==> config.mk <==
export PLATFORM = sky130hd
export DESIGN_NAME = multicycle_control
export DESIGN_NICKNAME = d
export VERILOG_FILES = /design/src/rtl/multicycle_control.sv
export SDC_FILE = /design/constraint.sdc
export NUM_CORES = 1
export LEC_CHECK = 0
export BUFFER_PORTS_ARGS = -buffer_cell sky130_fd_sc_hd__buf_2
export CORE_AREA = 8 8 54 56
export CTS_CLUSTER_SIZE = 40
export DETAILED_ROUTE_END_ITERATION = 10
export DIE_AREA = 0 0 62 64
export PLACE_DENSITY = 0.79
export SLEW_MARGIN = 0
export SYNTH_ARGS = -nofsm -noshare
export SYNTH_HDL_FRONTEND = slang
export SYNTH_SLANG_ARGS = --single-unit
==> constraint.sdc <==
create_clock -name clk -period 1.5 [get_ports clk]
set_input_delay 0.15 -clock clk [delete_from_list [all_inputs] [get_ports clk]]
set_output_delay 0.15 -clock clk [all_outputs]
set_load 0.01 [all_outputs]
==> src/rtl/multicycle_control.sv <==
// Main control FSM for the multi-cycle MIPS datapath.
// Sequences fetch/decode/execute/memory/write-back and drives all datapath controls.
module multicycle_control (
    input  logic       clk,
    input  logic       rst_n,
    input  logic [5:0] opcode,
    input  logic       zero,
    input  logic       mem_ready,
    output logic       pc_en,
    output logic       iord,
    output logic       mem_read,
    output logic       mem_write,
    output logic       ir_write,
    output logic       mem_to_reg,
    output logic       reg_dst,
    output logic       reg_write,
    output logic       alu_src_a,
    output logic [1:0] alu_src_b,
    output logic [1:0] pc_source,
    output logic [2:0] alu_op,
    output logic       instr_done,
    output logic       illegal,
    output logic [3:0] state
);
    localparam logic [3:0] S_FETCH   = 4'd0;
    localparam logic [3:0] S_DECODE  = 4'd1;
    localparam logic [3:0] S_MEMADDR = 4'd2;
    localparam logic [3:0] S_MEMRD   = 4'd3;
    localparam logic [3:0] S_MEMWB   = 4'd4;
    localparam logic [3:0] S_MEMWR   = 4'd5;
    localparam logic [3:0] S_REXEC   = 4'd6;
    localparam logic [3:0] S_RWB     = 4'd7;
    localparam logic [3:0] S_BNE     = 4'd8;
    localparam logic [3:0] S_IEXEC   = 4'd9;
    localparam logic [3:0] S_IWB     = 4'd10;
    localparam logic [3:0] S_JUMP    = 4'd11;

    localparam logic [5:0] OP_R    = 6'h00;
    localparam logic [5:0] OP_J    = 6'h02;
    localparam logic [5:0] OP_BNE  = 6'h05;
    localparam logic [5:0] OP_ADDI = 6'h08;
    localparam logic [5:0] OP_ANDI = 6'h0C;
    localparam logic [5:0] OP_LUI  = 6'h0F;
    localparam logic [5:0] OP_LW   = 6'h23;
    localparam logic [5:0] OP_SW   = 6'h2B;

    logic [3:0] r_state;
    logic [3:0] w_next;
    logic [5:0] r_op_q;
    logic       r_illegal;
    logic       w_legal;

    always_comb begin
        w_legal = 1'b0;
        unique case (1'b1)
            opcode == OP_R,    opcode == OP_J,
            opcode == OP_BNE,  opcode == OP_ADDI,
            opcode == OP_ANDI, opcode == OP_LUI,
            opcode == OP_LW,   opcode == OP_SW: w_legal = 1'b1;
            default:                            w_legal = 1'b0;
        endcase
    end

    always_ff @(posedge clk or negedge rst_n) begin
        if (!rst_n) begin
            r_state   <= S_FETCH;
            r_op_q    <= 6'h00;
            r_illegal <= 1'b0;
        end else begin
            r_state   <= w_next;
            r_illegal <= (r_state == S_DECODE) && !w_legal;
            if (r_state == S_DECODE)
                r_op_q <= opcode;
        end
    end

    always_comb begin
        w_next = S_FETCH;
        case (r_state)
            S_FETCH:   w_next = mem_ready ? S_DECODE : S_FETCH;
            S_DECODE: begin
                case (opcode)
                    OP_LW, OP_SW:             w_next = S_MEMADDR;
                    OP_R:                     w_next = S_REXEC;
                    OP_BNE:                   w_next = S_BNE;
                    OP_ADDI, OP_ANDI, OP_LUI: w_next = S_IEXEC;
                    OP_J:                     w_next = S_JUMP;
                    default:                  w_next = S_FETCH;
                endcase
            end
            S_MEMADDR: w_next = (r_op_q == OP_LW) ? S_MEMRD : S_MEMWR;
            S_MEMRD:   w_next = mem_ready ? S_MEMWB : S_MEMRD;
            S_MEMWB:   w_next = S_FETCH;
            S_MEMWR:   w_next = mem_ready ? S_FETCH : S_MEMWR;
            S_REXEC:   w_next = S_RWB;
            S_RWB:     w_next = S_FETCH;
            S_BNE:     w_next = S_FETCH;
            S_IEXEC:   w_next = S_IWB;
            S_IWB:     w_next = S_FETCH;
            S_JUMP:    w_next = S_FETCH;
            default:   w_next = S_FETCH;
        endcase
    end

    // Reset gates the FETCH handshake so an abandoned instruction issues no strobes.
    always_comb begin
        pc_en      = 1'b0;
        iord       = 1'b0;
        mem_read   = 1'b0;
        mem_write  = 1'b0;
        ir_write   = 1'b0;
        mem_to_reg = 1'b0;
        reg_dst    = 1'b0;
        reg_write  = 1'b0;
        alu_src_a  = 1'b0;
        alu_src_b  = 2'b00;
        pc_source  = 2'b00;
        alu_op     = 3'b000;
        instr_done = 1'b0;
        case (r_state)
            S_FETCH: begin
                mem_read  = 1'b1;
                alu_src_b = 2'b01;
                alu_op    = 3'b010;
                ir_write  = mem_ready & rst_n;
                pc_en     = mem_ready & rst_n;
            end
            S_DECODE: begin
                alu_src_b  = 2'b11;
                alu_op     = 3'b010;
                instr_done = !w_legal;
            end
            S_MEMADDR: begin
                alu_src_a = 1'b1;
                alu_src_b = 2'b10;
                alu_op    = 3'b010;
            end
            S_MEMRD: begin
                mem_read = 1'b1;
                iord     = 1'b1;
            end
            S_MEMWB: begin
                reg_write  = 1'b1;
                mem_to_reg = 1'b1;
                instr_done = 1'b1;
            end
            S_MEMWR: begin
                mem_write  = 1'b1;
                iord       = 1'b1;
                instr_done = mem_ready;
            end
            S_REXEC: alu_src_a = 1'b1;
            S_RWB: begin
                reg_write  = 1'b1;
                reg_dst    = 1'b1;
                instr_done = 1'b1;
            end
            S_BNE: begin
                alu_src_a  = 1'b1;
                alu_op     = 3'b001;
                pc_source  = 2'b01;
                pc_en      = ~zero;
                instr_done = 1'b1;
            end
            S_IEXEC: begin
                alu_src_a = 1'b1;
                alu_src_b = 2'b10;
                case (r_op_q)
                    OP_ANDI: alu_op = 3'b100;
                    OP_LUI:  alu_op = 3'b101;
                    default: alu_op = 3'b011;
                endcase
            end
            S_IWB: begin
                reg_write  = 1'b1;
                instr_done = 1'b1;
            end
            S_JUMP: begin
                pc_source  = 2'b10;
                pc_en      = 1'b1;
                instr_done = 1'b1;
            end
            default: ;
        endcase
    end

    assign illegal = r_illegal;
    assign state   = r_state;
endmodule

; ---- Word-level counts from Yosys, hierarchy flattened
; Index checks and enable logic that the tools add are counted.
[op_classes]
reduce_logical = 14
n_mux = 21
eq_ne = 21
bitwise = 2
[op_table]
columns = op, count
row1 = $eq 6x4->1 const B, 5
row2 = $pmux 4 s7, 1
row3 = $pmux 4 s5, 1
row4 = $eq 6x6->1 const B, 3
row5 = $eq 4x3->1 const B, 4
row6 = $eq 4x4->1 const B, 4
row7 = $mux 1, 10
row8 = $mux 3, 3
row9 = $pmux 3 s3, 1
row10 = $reduce_or 3->1, 3
row11 = $eq 4x2->1 const B, 2
row12 = $reduce_or 2->1, 4
row13 = $reduce_or 8->1, 1
row14 = $eq 6x2->1 const B, 1
row15 = $eq 6x3->1 const B, 1
row16 = $logic_not 6->1, 1
row17 = $pmux 1 s3, 2
row18 = $pmux 2 s3, 1
row19 = $pmux 3 s2, 1
row20 = $reduce_or 5->1, 1
row21 = $eq 4x1->1 const B, 1
row22 = $logic_not 4->1, 1
row23 = $pmux 2 s2, 1
row24 = $reduce_or 4->1, 1
row25 = 4 further kinds, 4
[totals]
regBits = 11
input_bits = 10
elab_cells = 61

; ---- Depth between registers and ports, before layout
[logic_depth]
depth_word = 5
ltp_mapped = 6
mapped_depth_nobuf = 4

; ---- Worst setup path before layout
; No wires, ideal clock.
[synth_timing]
path_kind = register to output
from = reg r_state[1] (netlist: state[1])
to = out instr_done
stages_incl_launch_ff = 7
path_buffers = 2
arrival_ns = 1.626
path_slack_ns = -0.276
path_cell_list = dfrtp_1 buf_6 or4b_4 buf_6 a31oi_1 and3_1 nand2b_1
[synth_via]
elab_chain_cells = 3
elab_cells_between_ends = 9
classes_between = 7 x eq/ne / 1 x mux / 1 x reduce/logical
[synth_rtl]
columns = item, line
row1 = from (decl), 47  ; logic [3:0] r_state;
row2 = from (signal assigned), 70  ; r_state <= w_next;
row3 = $eq 4x4->1 or $eq 4x3->1 (tied branches), 120  ; case (r_state)
row4 = $reduce_or 5->1 (no line), n/a
row5 = $pmux 1 s3 (*), 120
row6 = to (decl), 21  ; output logic instr_done,
; Mark *: on every way between the ends. The rest lies on a longest branch, timed or not.

; ---- Final worst setup path
; Same ends and word-level chain as after synthesis.

==> run metrics <==
Root Buffer clkbuf_4; Max stage delay on crit path 0.55 ns; Final Hold Vio Count 0; htree depth 1; Post-Syn Area 857 um^2; DRT Pass-1 Iters 4; Worst-Margin Slew roughly 0.38 ns; worst hold stages 2; clock slew at reported path FFs 0.07 ns; main combinational cell family by area after synthesis simple AND/OR/NAND/NOR gates; Synth Area in Adders 0%; ant diodes 0; Synth Area per Inst 8.40 um^2; Worst Setup Start Kind flip-flop; status finished, violations left; register area share after synthesis 32.1%; Port Buffer Count 31; Rel. slew slack about three quarters; fin crit share 127%; RD Place Congestion 0.846; largest net degree at the start of global routing 12; reg2reg setup slack -0.14 ns; Final Max Tran Viols 0; final setup fails 24; VDD IR max 0.991 mV; FF-to-FF End r_op_q[1]; Std-Cell Rows 17; Crit Path Max Fanout 2; Final Power 1.88 mW; fin crit period between 1.5 and 2 ns; Finished Cell Area roughly 1600 um^2; max cap viols 0; Routed WL 3250 um; vias in the first global route 1086; Setup CP Type reg -> out; layout cell share with drive strength beyond 1 62.1%; Netlist cell types 40; Residual DRC 0; nature of the critical path endpoint output pin; HPWL Detailed between 1500 and 2000 um; xor/xnor share of the synthesized area approximately 1.0%; mux cell area share after synthesis 10.5%; RSZ-0062 raised after global routing yes; nets 180; routed length per instance 16.5 um; Syn Nets between 100 and 150; Crit path arrival time around 1.8 ns; vias per std cell 5.52; Synth Area in Compound Gates 19.3%; DR vias 1087; Post-Syn Instances 102; Overflow after GRT 0; Hold Path Sink r_op_q[5]; Max Freq 0.526 GHz; leak pwr 0.753 nW; power per standard cell area 1190 nW/um^2; clk_lat worst skew 0.27 ns; Syn-to-layout area delta 84.4%; worst path required time between 1 and 1.5 ns; Post-DP Area about 1100 um^2; fillcell total 144; Die W between 60 and 70 um; EDFF count, synth 0; GRT Util Overall 15.8%; CTS tree done; die height approximately 64 um; core box area approximately 2100 um^2; worst r2r src state[1]; I/O pin count 32; Post-synth ARST share 100%; min setup slack post-route -0.400 ns; CTS Buffer Depth 2; failing checks setup timing; R2R depth 4; Detailed Route Iter0 Violations 29; global-route wire length before repair 4890 um; synthesized flop and latch total 11; initial antenna violation count 0; clk sinks 11; CTS Buf Count 3; CP max stage cell or4b_4; post-synthesis simple-gate area fraction between 30% and 40%; Hold Crit Start opcode[5]; Die Area roughly 4000 um^2; warning count from the yosys run 0; Initial Util between 40% and 50%; worst clock skew 0.00341 ns; CP Cell Sequence or4b_4, a31oi_1, and3_1, nand2b_4, buf_6; Top FF cell, synth dfrtp_1; ANT nets after route 0; hold crit path type in -> reg
## registers in the layout (all words and copies together) (netlist names)
| name | cells |
|---|---|
| illegal | 1 |
| state | 4 |
| r_op_q | 6 |
## cell usage after synthesis, types with 3 or more instances
master | instances | area (um^2)
clkbuf_1 | 4 | 15.0
o21ai_0 | 6 | 30.0
nor2_1 | 16 | 60.1
mux2_1 | 6 | 67.6
nand2_1 | 4 | 15.0
nor3_1 | 4 | 20.0
a21oi_1 | 4 | 20.0
a31oi_1 | 3 | 18.8
dfrtp_1 | 11 | 275
and3_1 | 3 | 18.8
nand2b_1 | 6 | 37.5
## metal layers
layer	part of all wire (%)	vias up	track usage, %
met1	39	525	15.7
met5	0	-	0
met2	53	34	29.0
li1	-	519	-
met4	1.6	0	8.55
met3	5.8	9	3.00
## worst max-delay path by stage
stage               cells after the start     start    endpoint
global placement                        5  state[2]  instr_done
CTS                                     5  state[2]  instr_done
finish                                  5  state[1]  instr_done
floorplan                               6  state[1]  instr_done
detailed placement                      5  state[2]  instr_done
global route                            5  state[3]  instr_done
## timing repair
item,CTS,global route
gates resized for setup,49,14
pin swaps,13,8
hold buffers,1,0
hold endpoints to repair,11,0
setup buffers,17,10
setup endpoints to repair,21,25
## where the power goes
group | total (mW) | switching [mW] | internal (mW)
sequential | 0.493 | 0.0892 | 0.404
clock | 0.205 | 0.106 | 0.0989
combinational | 1.18 | 0.517 | 0.662
## layout by cell type (no fill, tap or decap), types with 2 or more instances in the layout
cell type,netlist,final
buf_2,0,28
buf_4,0,25
buf_6,2,14
nor2_1,16,11
dfrtp_1,11,11
nand2b_4,0,5
mux2_4,0,4
mux2_1,6,4
nor2_2,0,3
o21ai_0,6,3
a21oi_1,4,3
and3_1,3,3
o21ai_2,0,3
nand2_1,4,3
a31oi_1,3,3
clkbuf_4,0,3
or2_4,0,2
nor2_4,0,2
nor3_1,4,2
a211oi_1,2,2
nor2b_1,2,2
## critical path: cells and delay by family (launching register included)
kind                   cells  cell delay, ns
AND/OR/NAND/NOR            3            0.87
AO/OA/AOI/OAI              1            0.14
flip-flops                 1            0.38
buffers and inverters      1            0.09
## final cells by class
cell class / instances / area, um^2 / share of cell area, %
inverter: 1 / 3.75 / 0.238
multi-input combinational: 83 / 708 / 44.8
clock inverter: 1 / 5.00 / 0.317
clock buffer: 3 / 22.5 / 1.43
tap: 28 / 35.0 / 2.22
timing repair buffer: 70 / 531 / 33.6
sequential: 11 / 275 / 17.4
## metrics by stage
stage          instances  hold WS, ns  setup slack [ns]  setup TNS (ns)  util, %
2_1_floorplan        102       -0.146            -0.208          -0.683        -
3_3_place_gp         169        0.116           -0.0696         -0.0696     53.5
3_5_place_dp         169        0.116            -0.116          -0.254     53.5
4_1_cts              191        0.149            -0.402           -2.97     71.1
5_1_grt              197        0.158            -0.504           -4.66     75.0
6_report             197        0.151            -0.400           -3.41     75.0
## cells by family after synthesis
family,after synthesis
mux,8
buf+inv,8
compound gates,25
flops,11
xor+xnor,1
simple gates,49
Note: power is estimated with default switching activity, not from simulation.
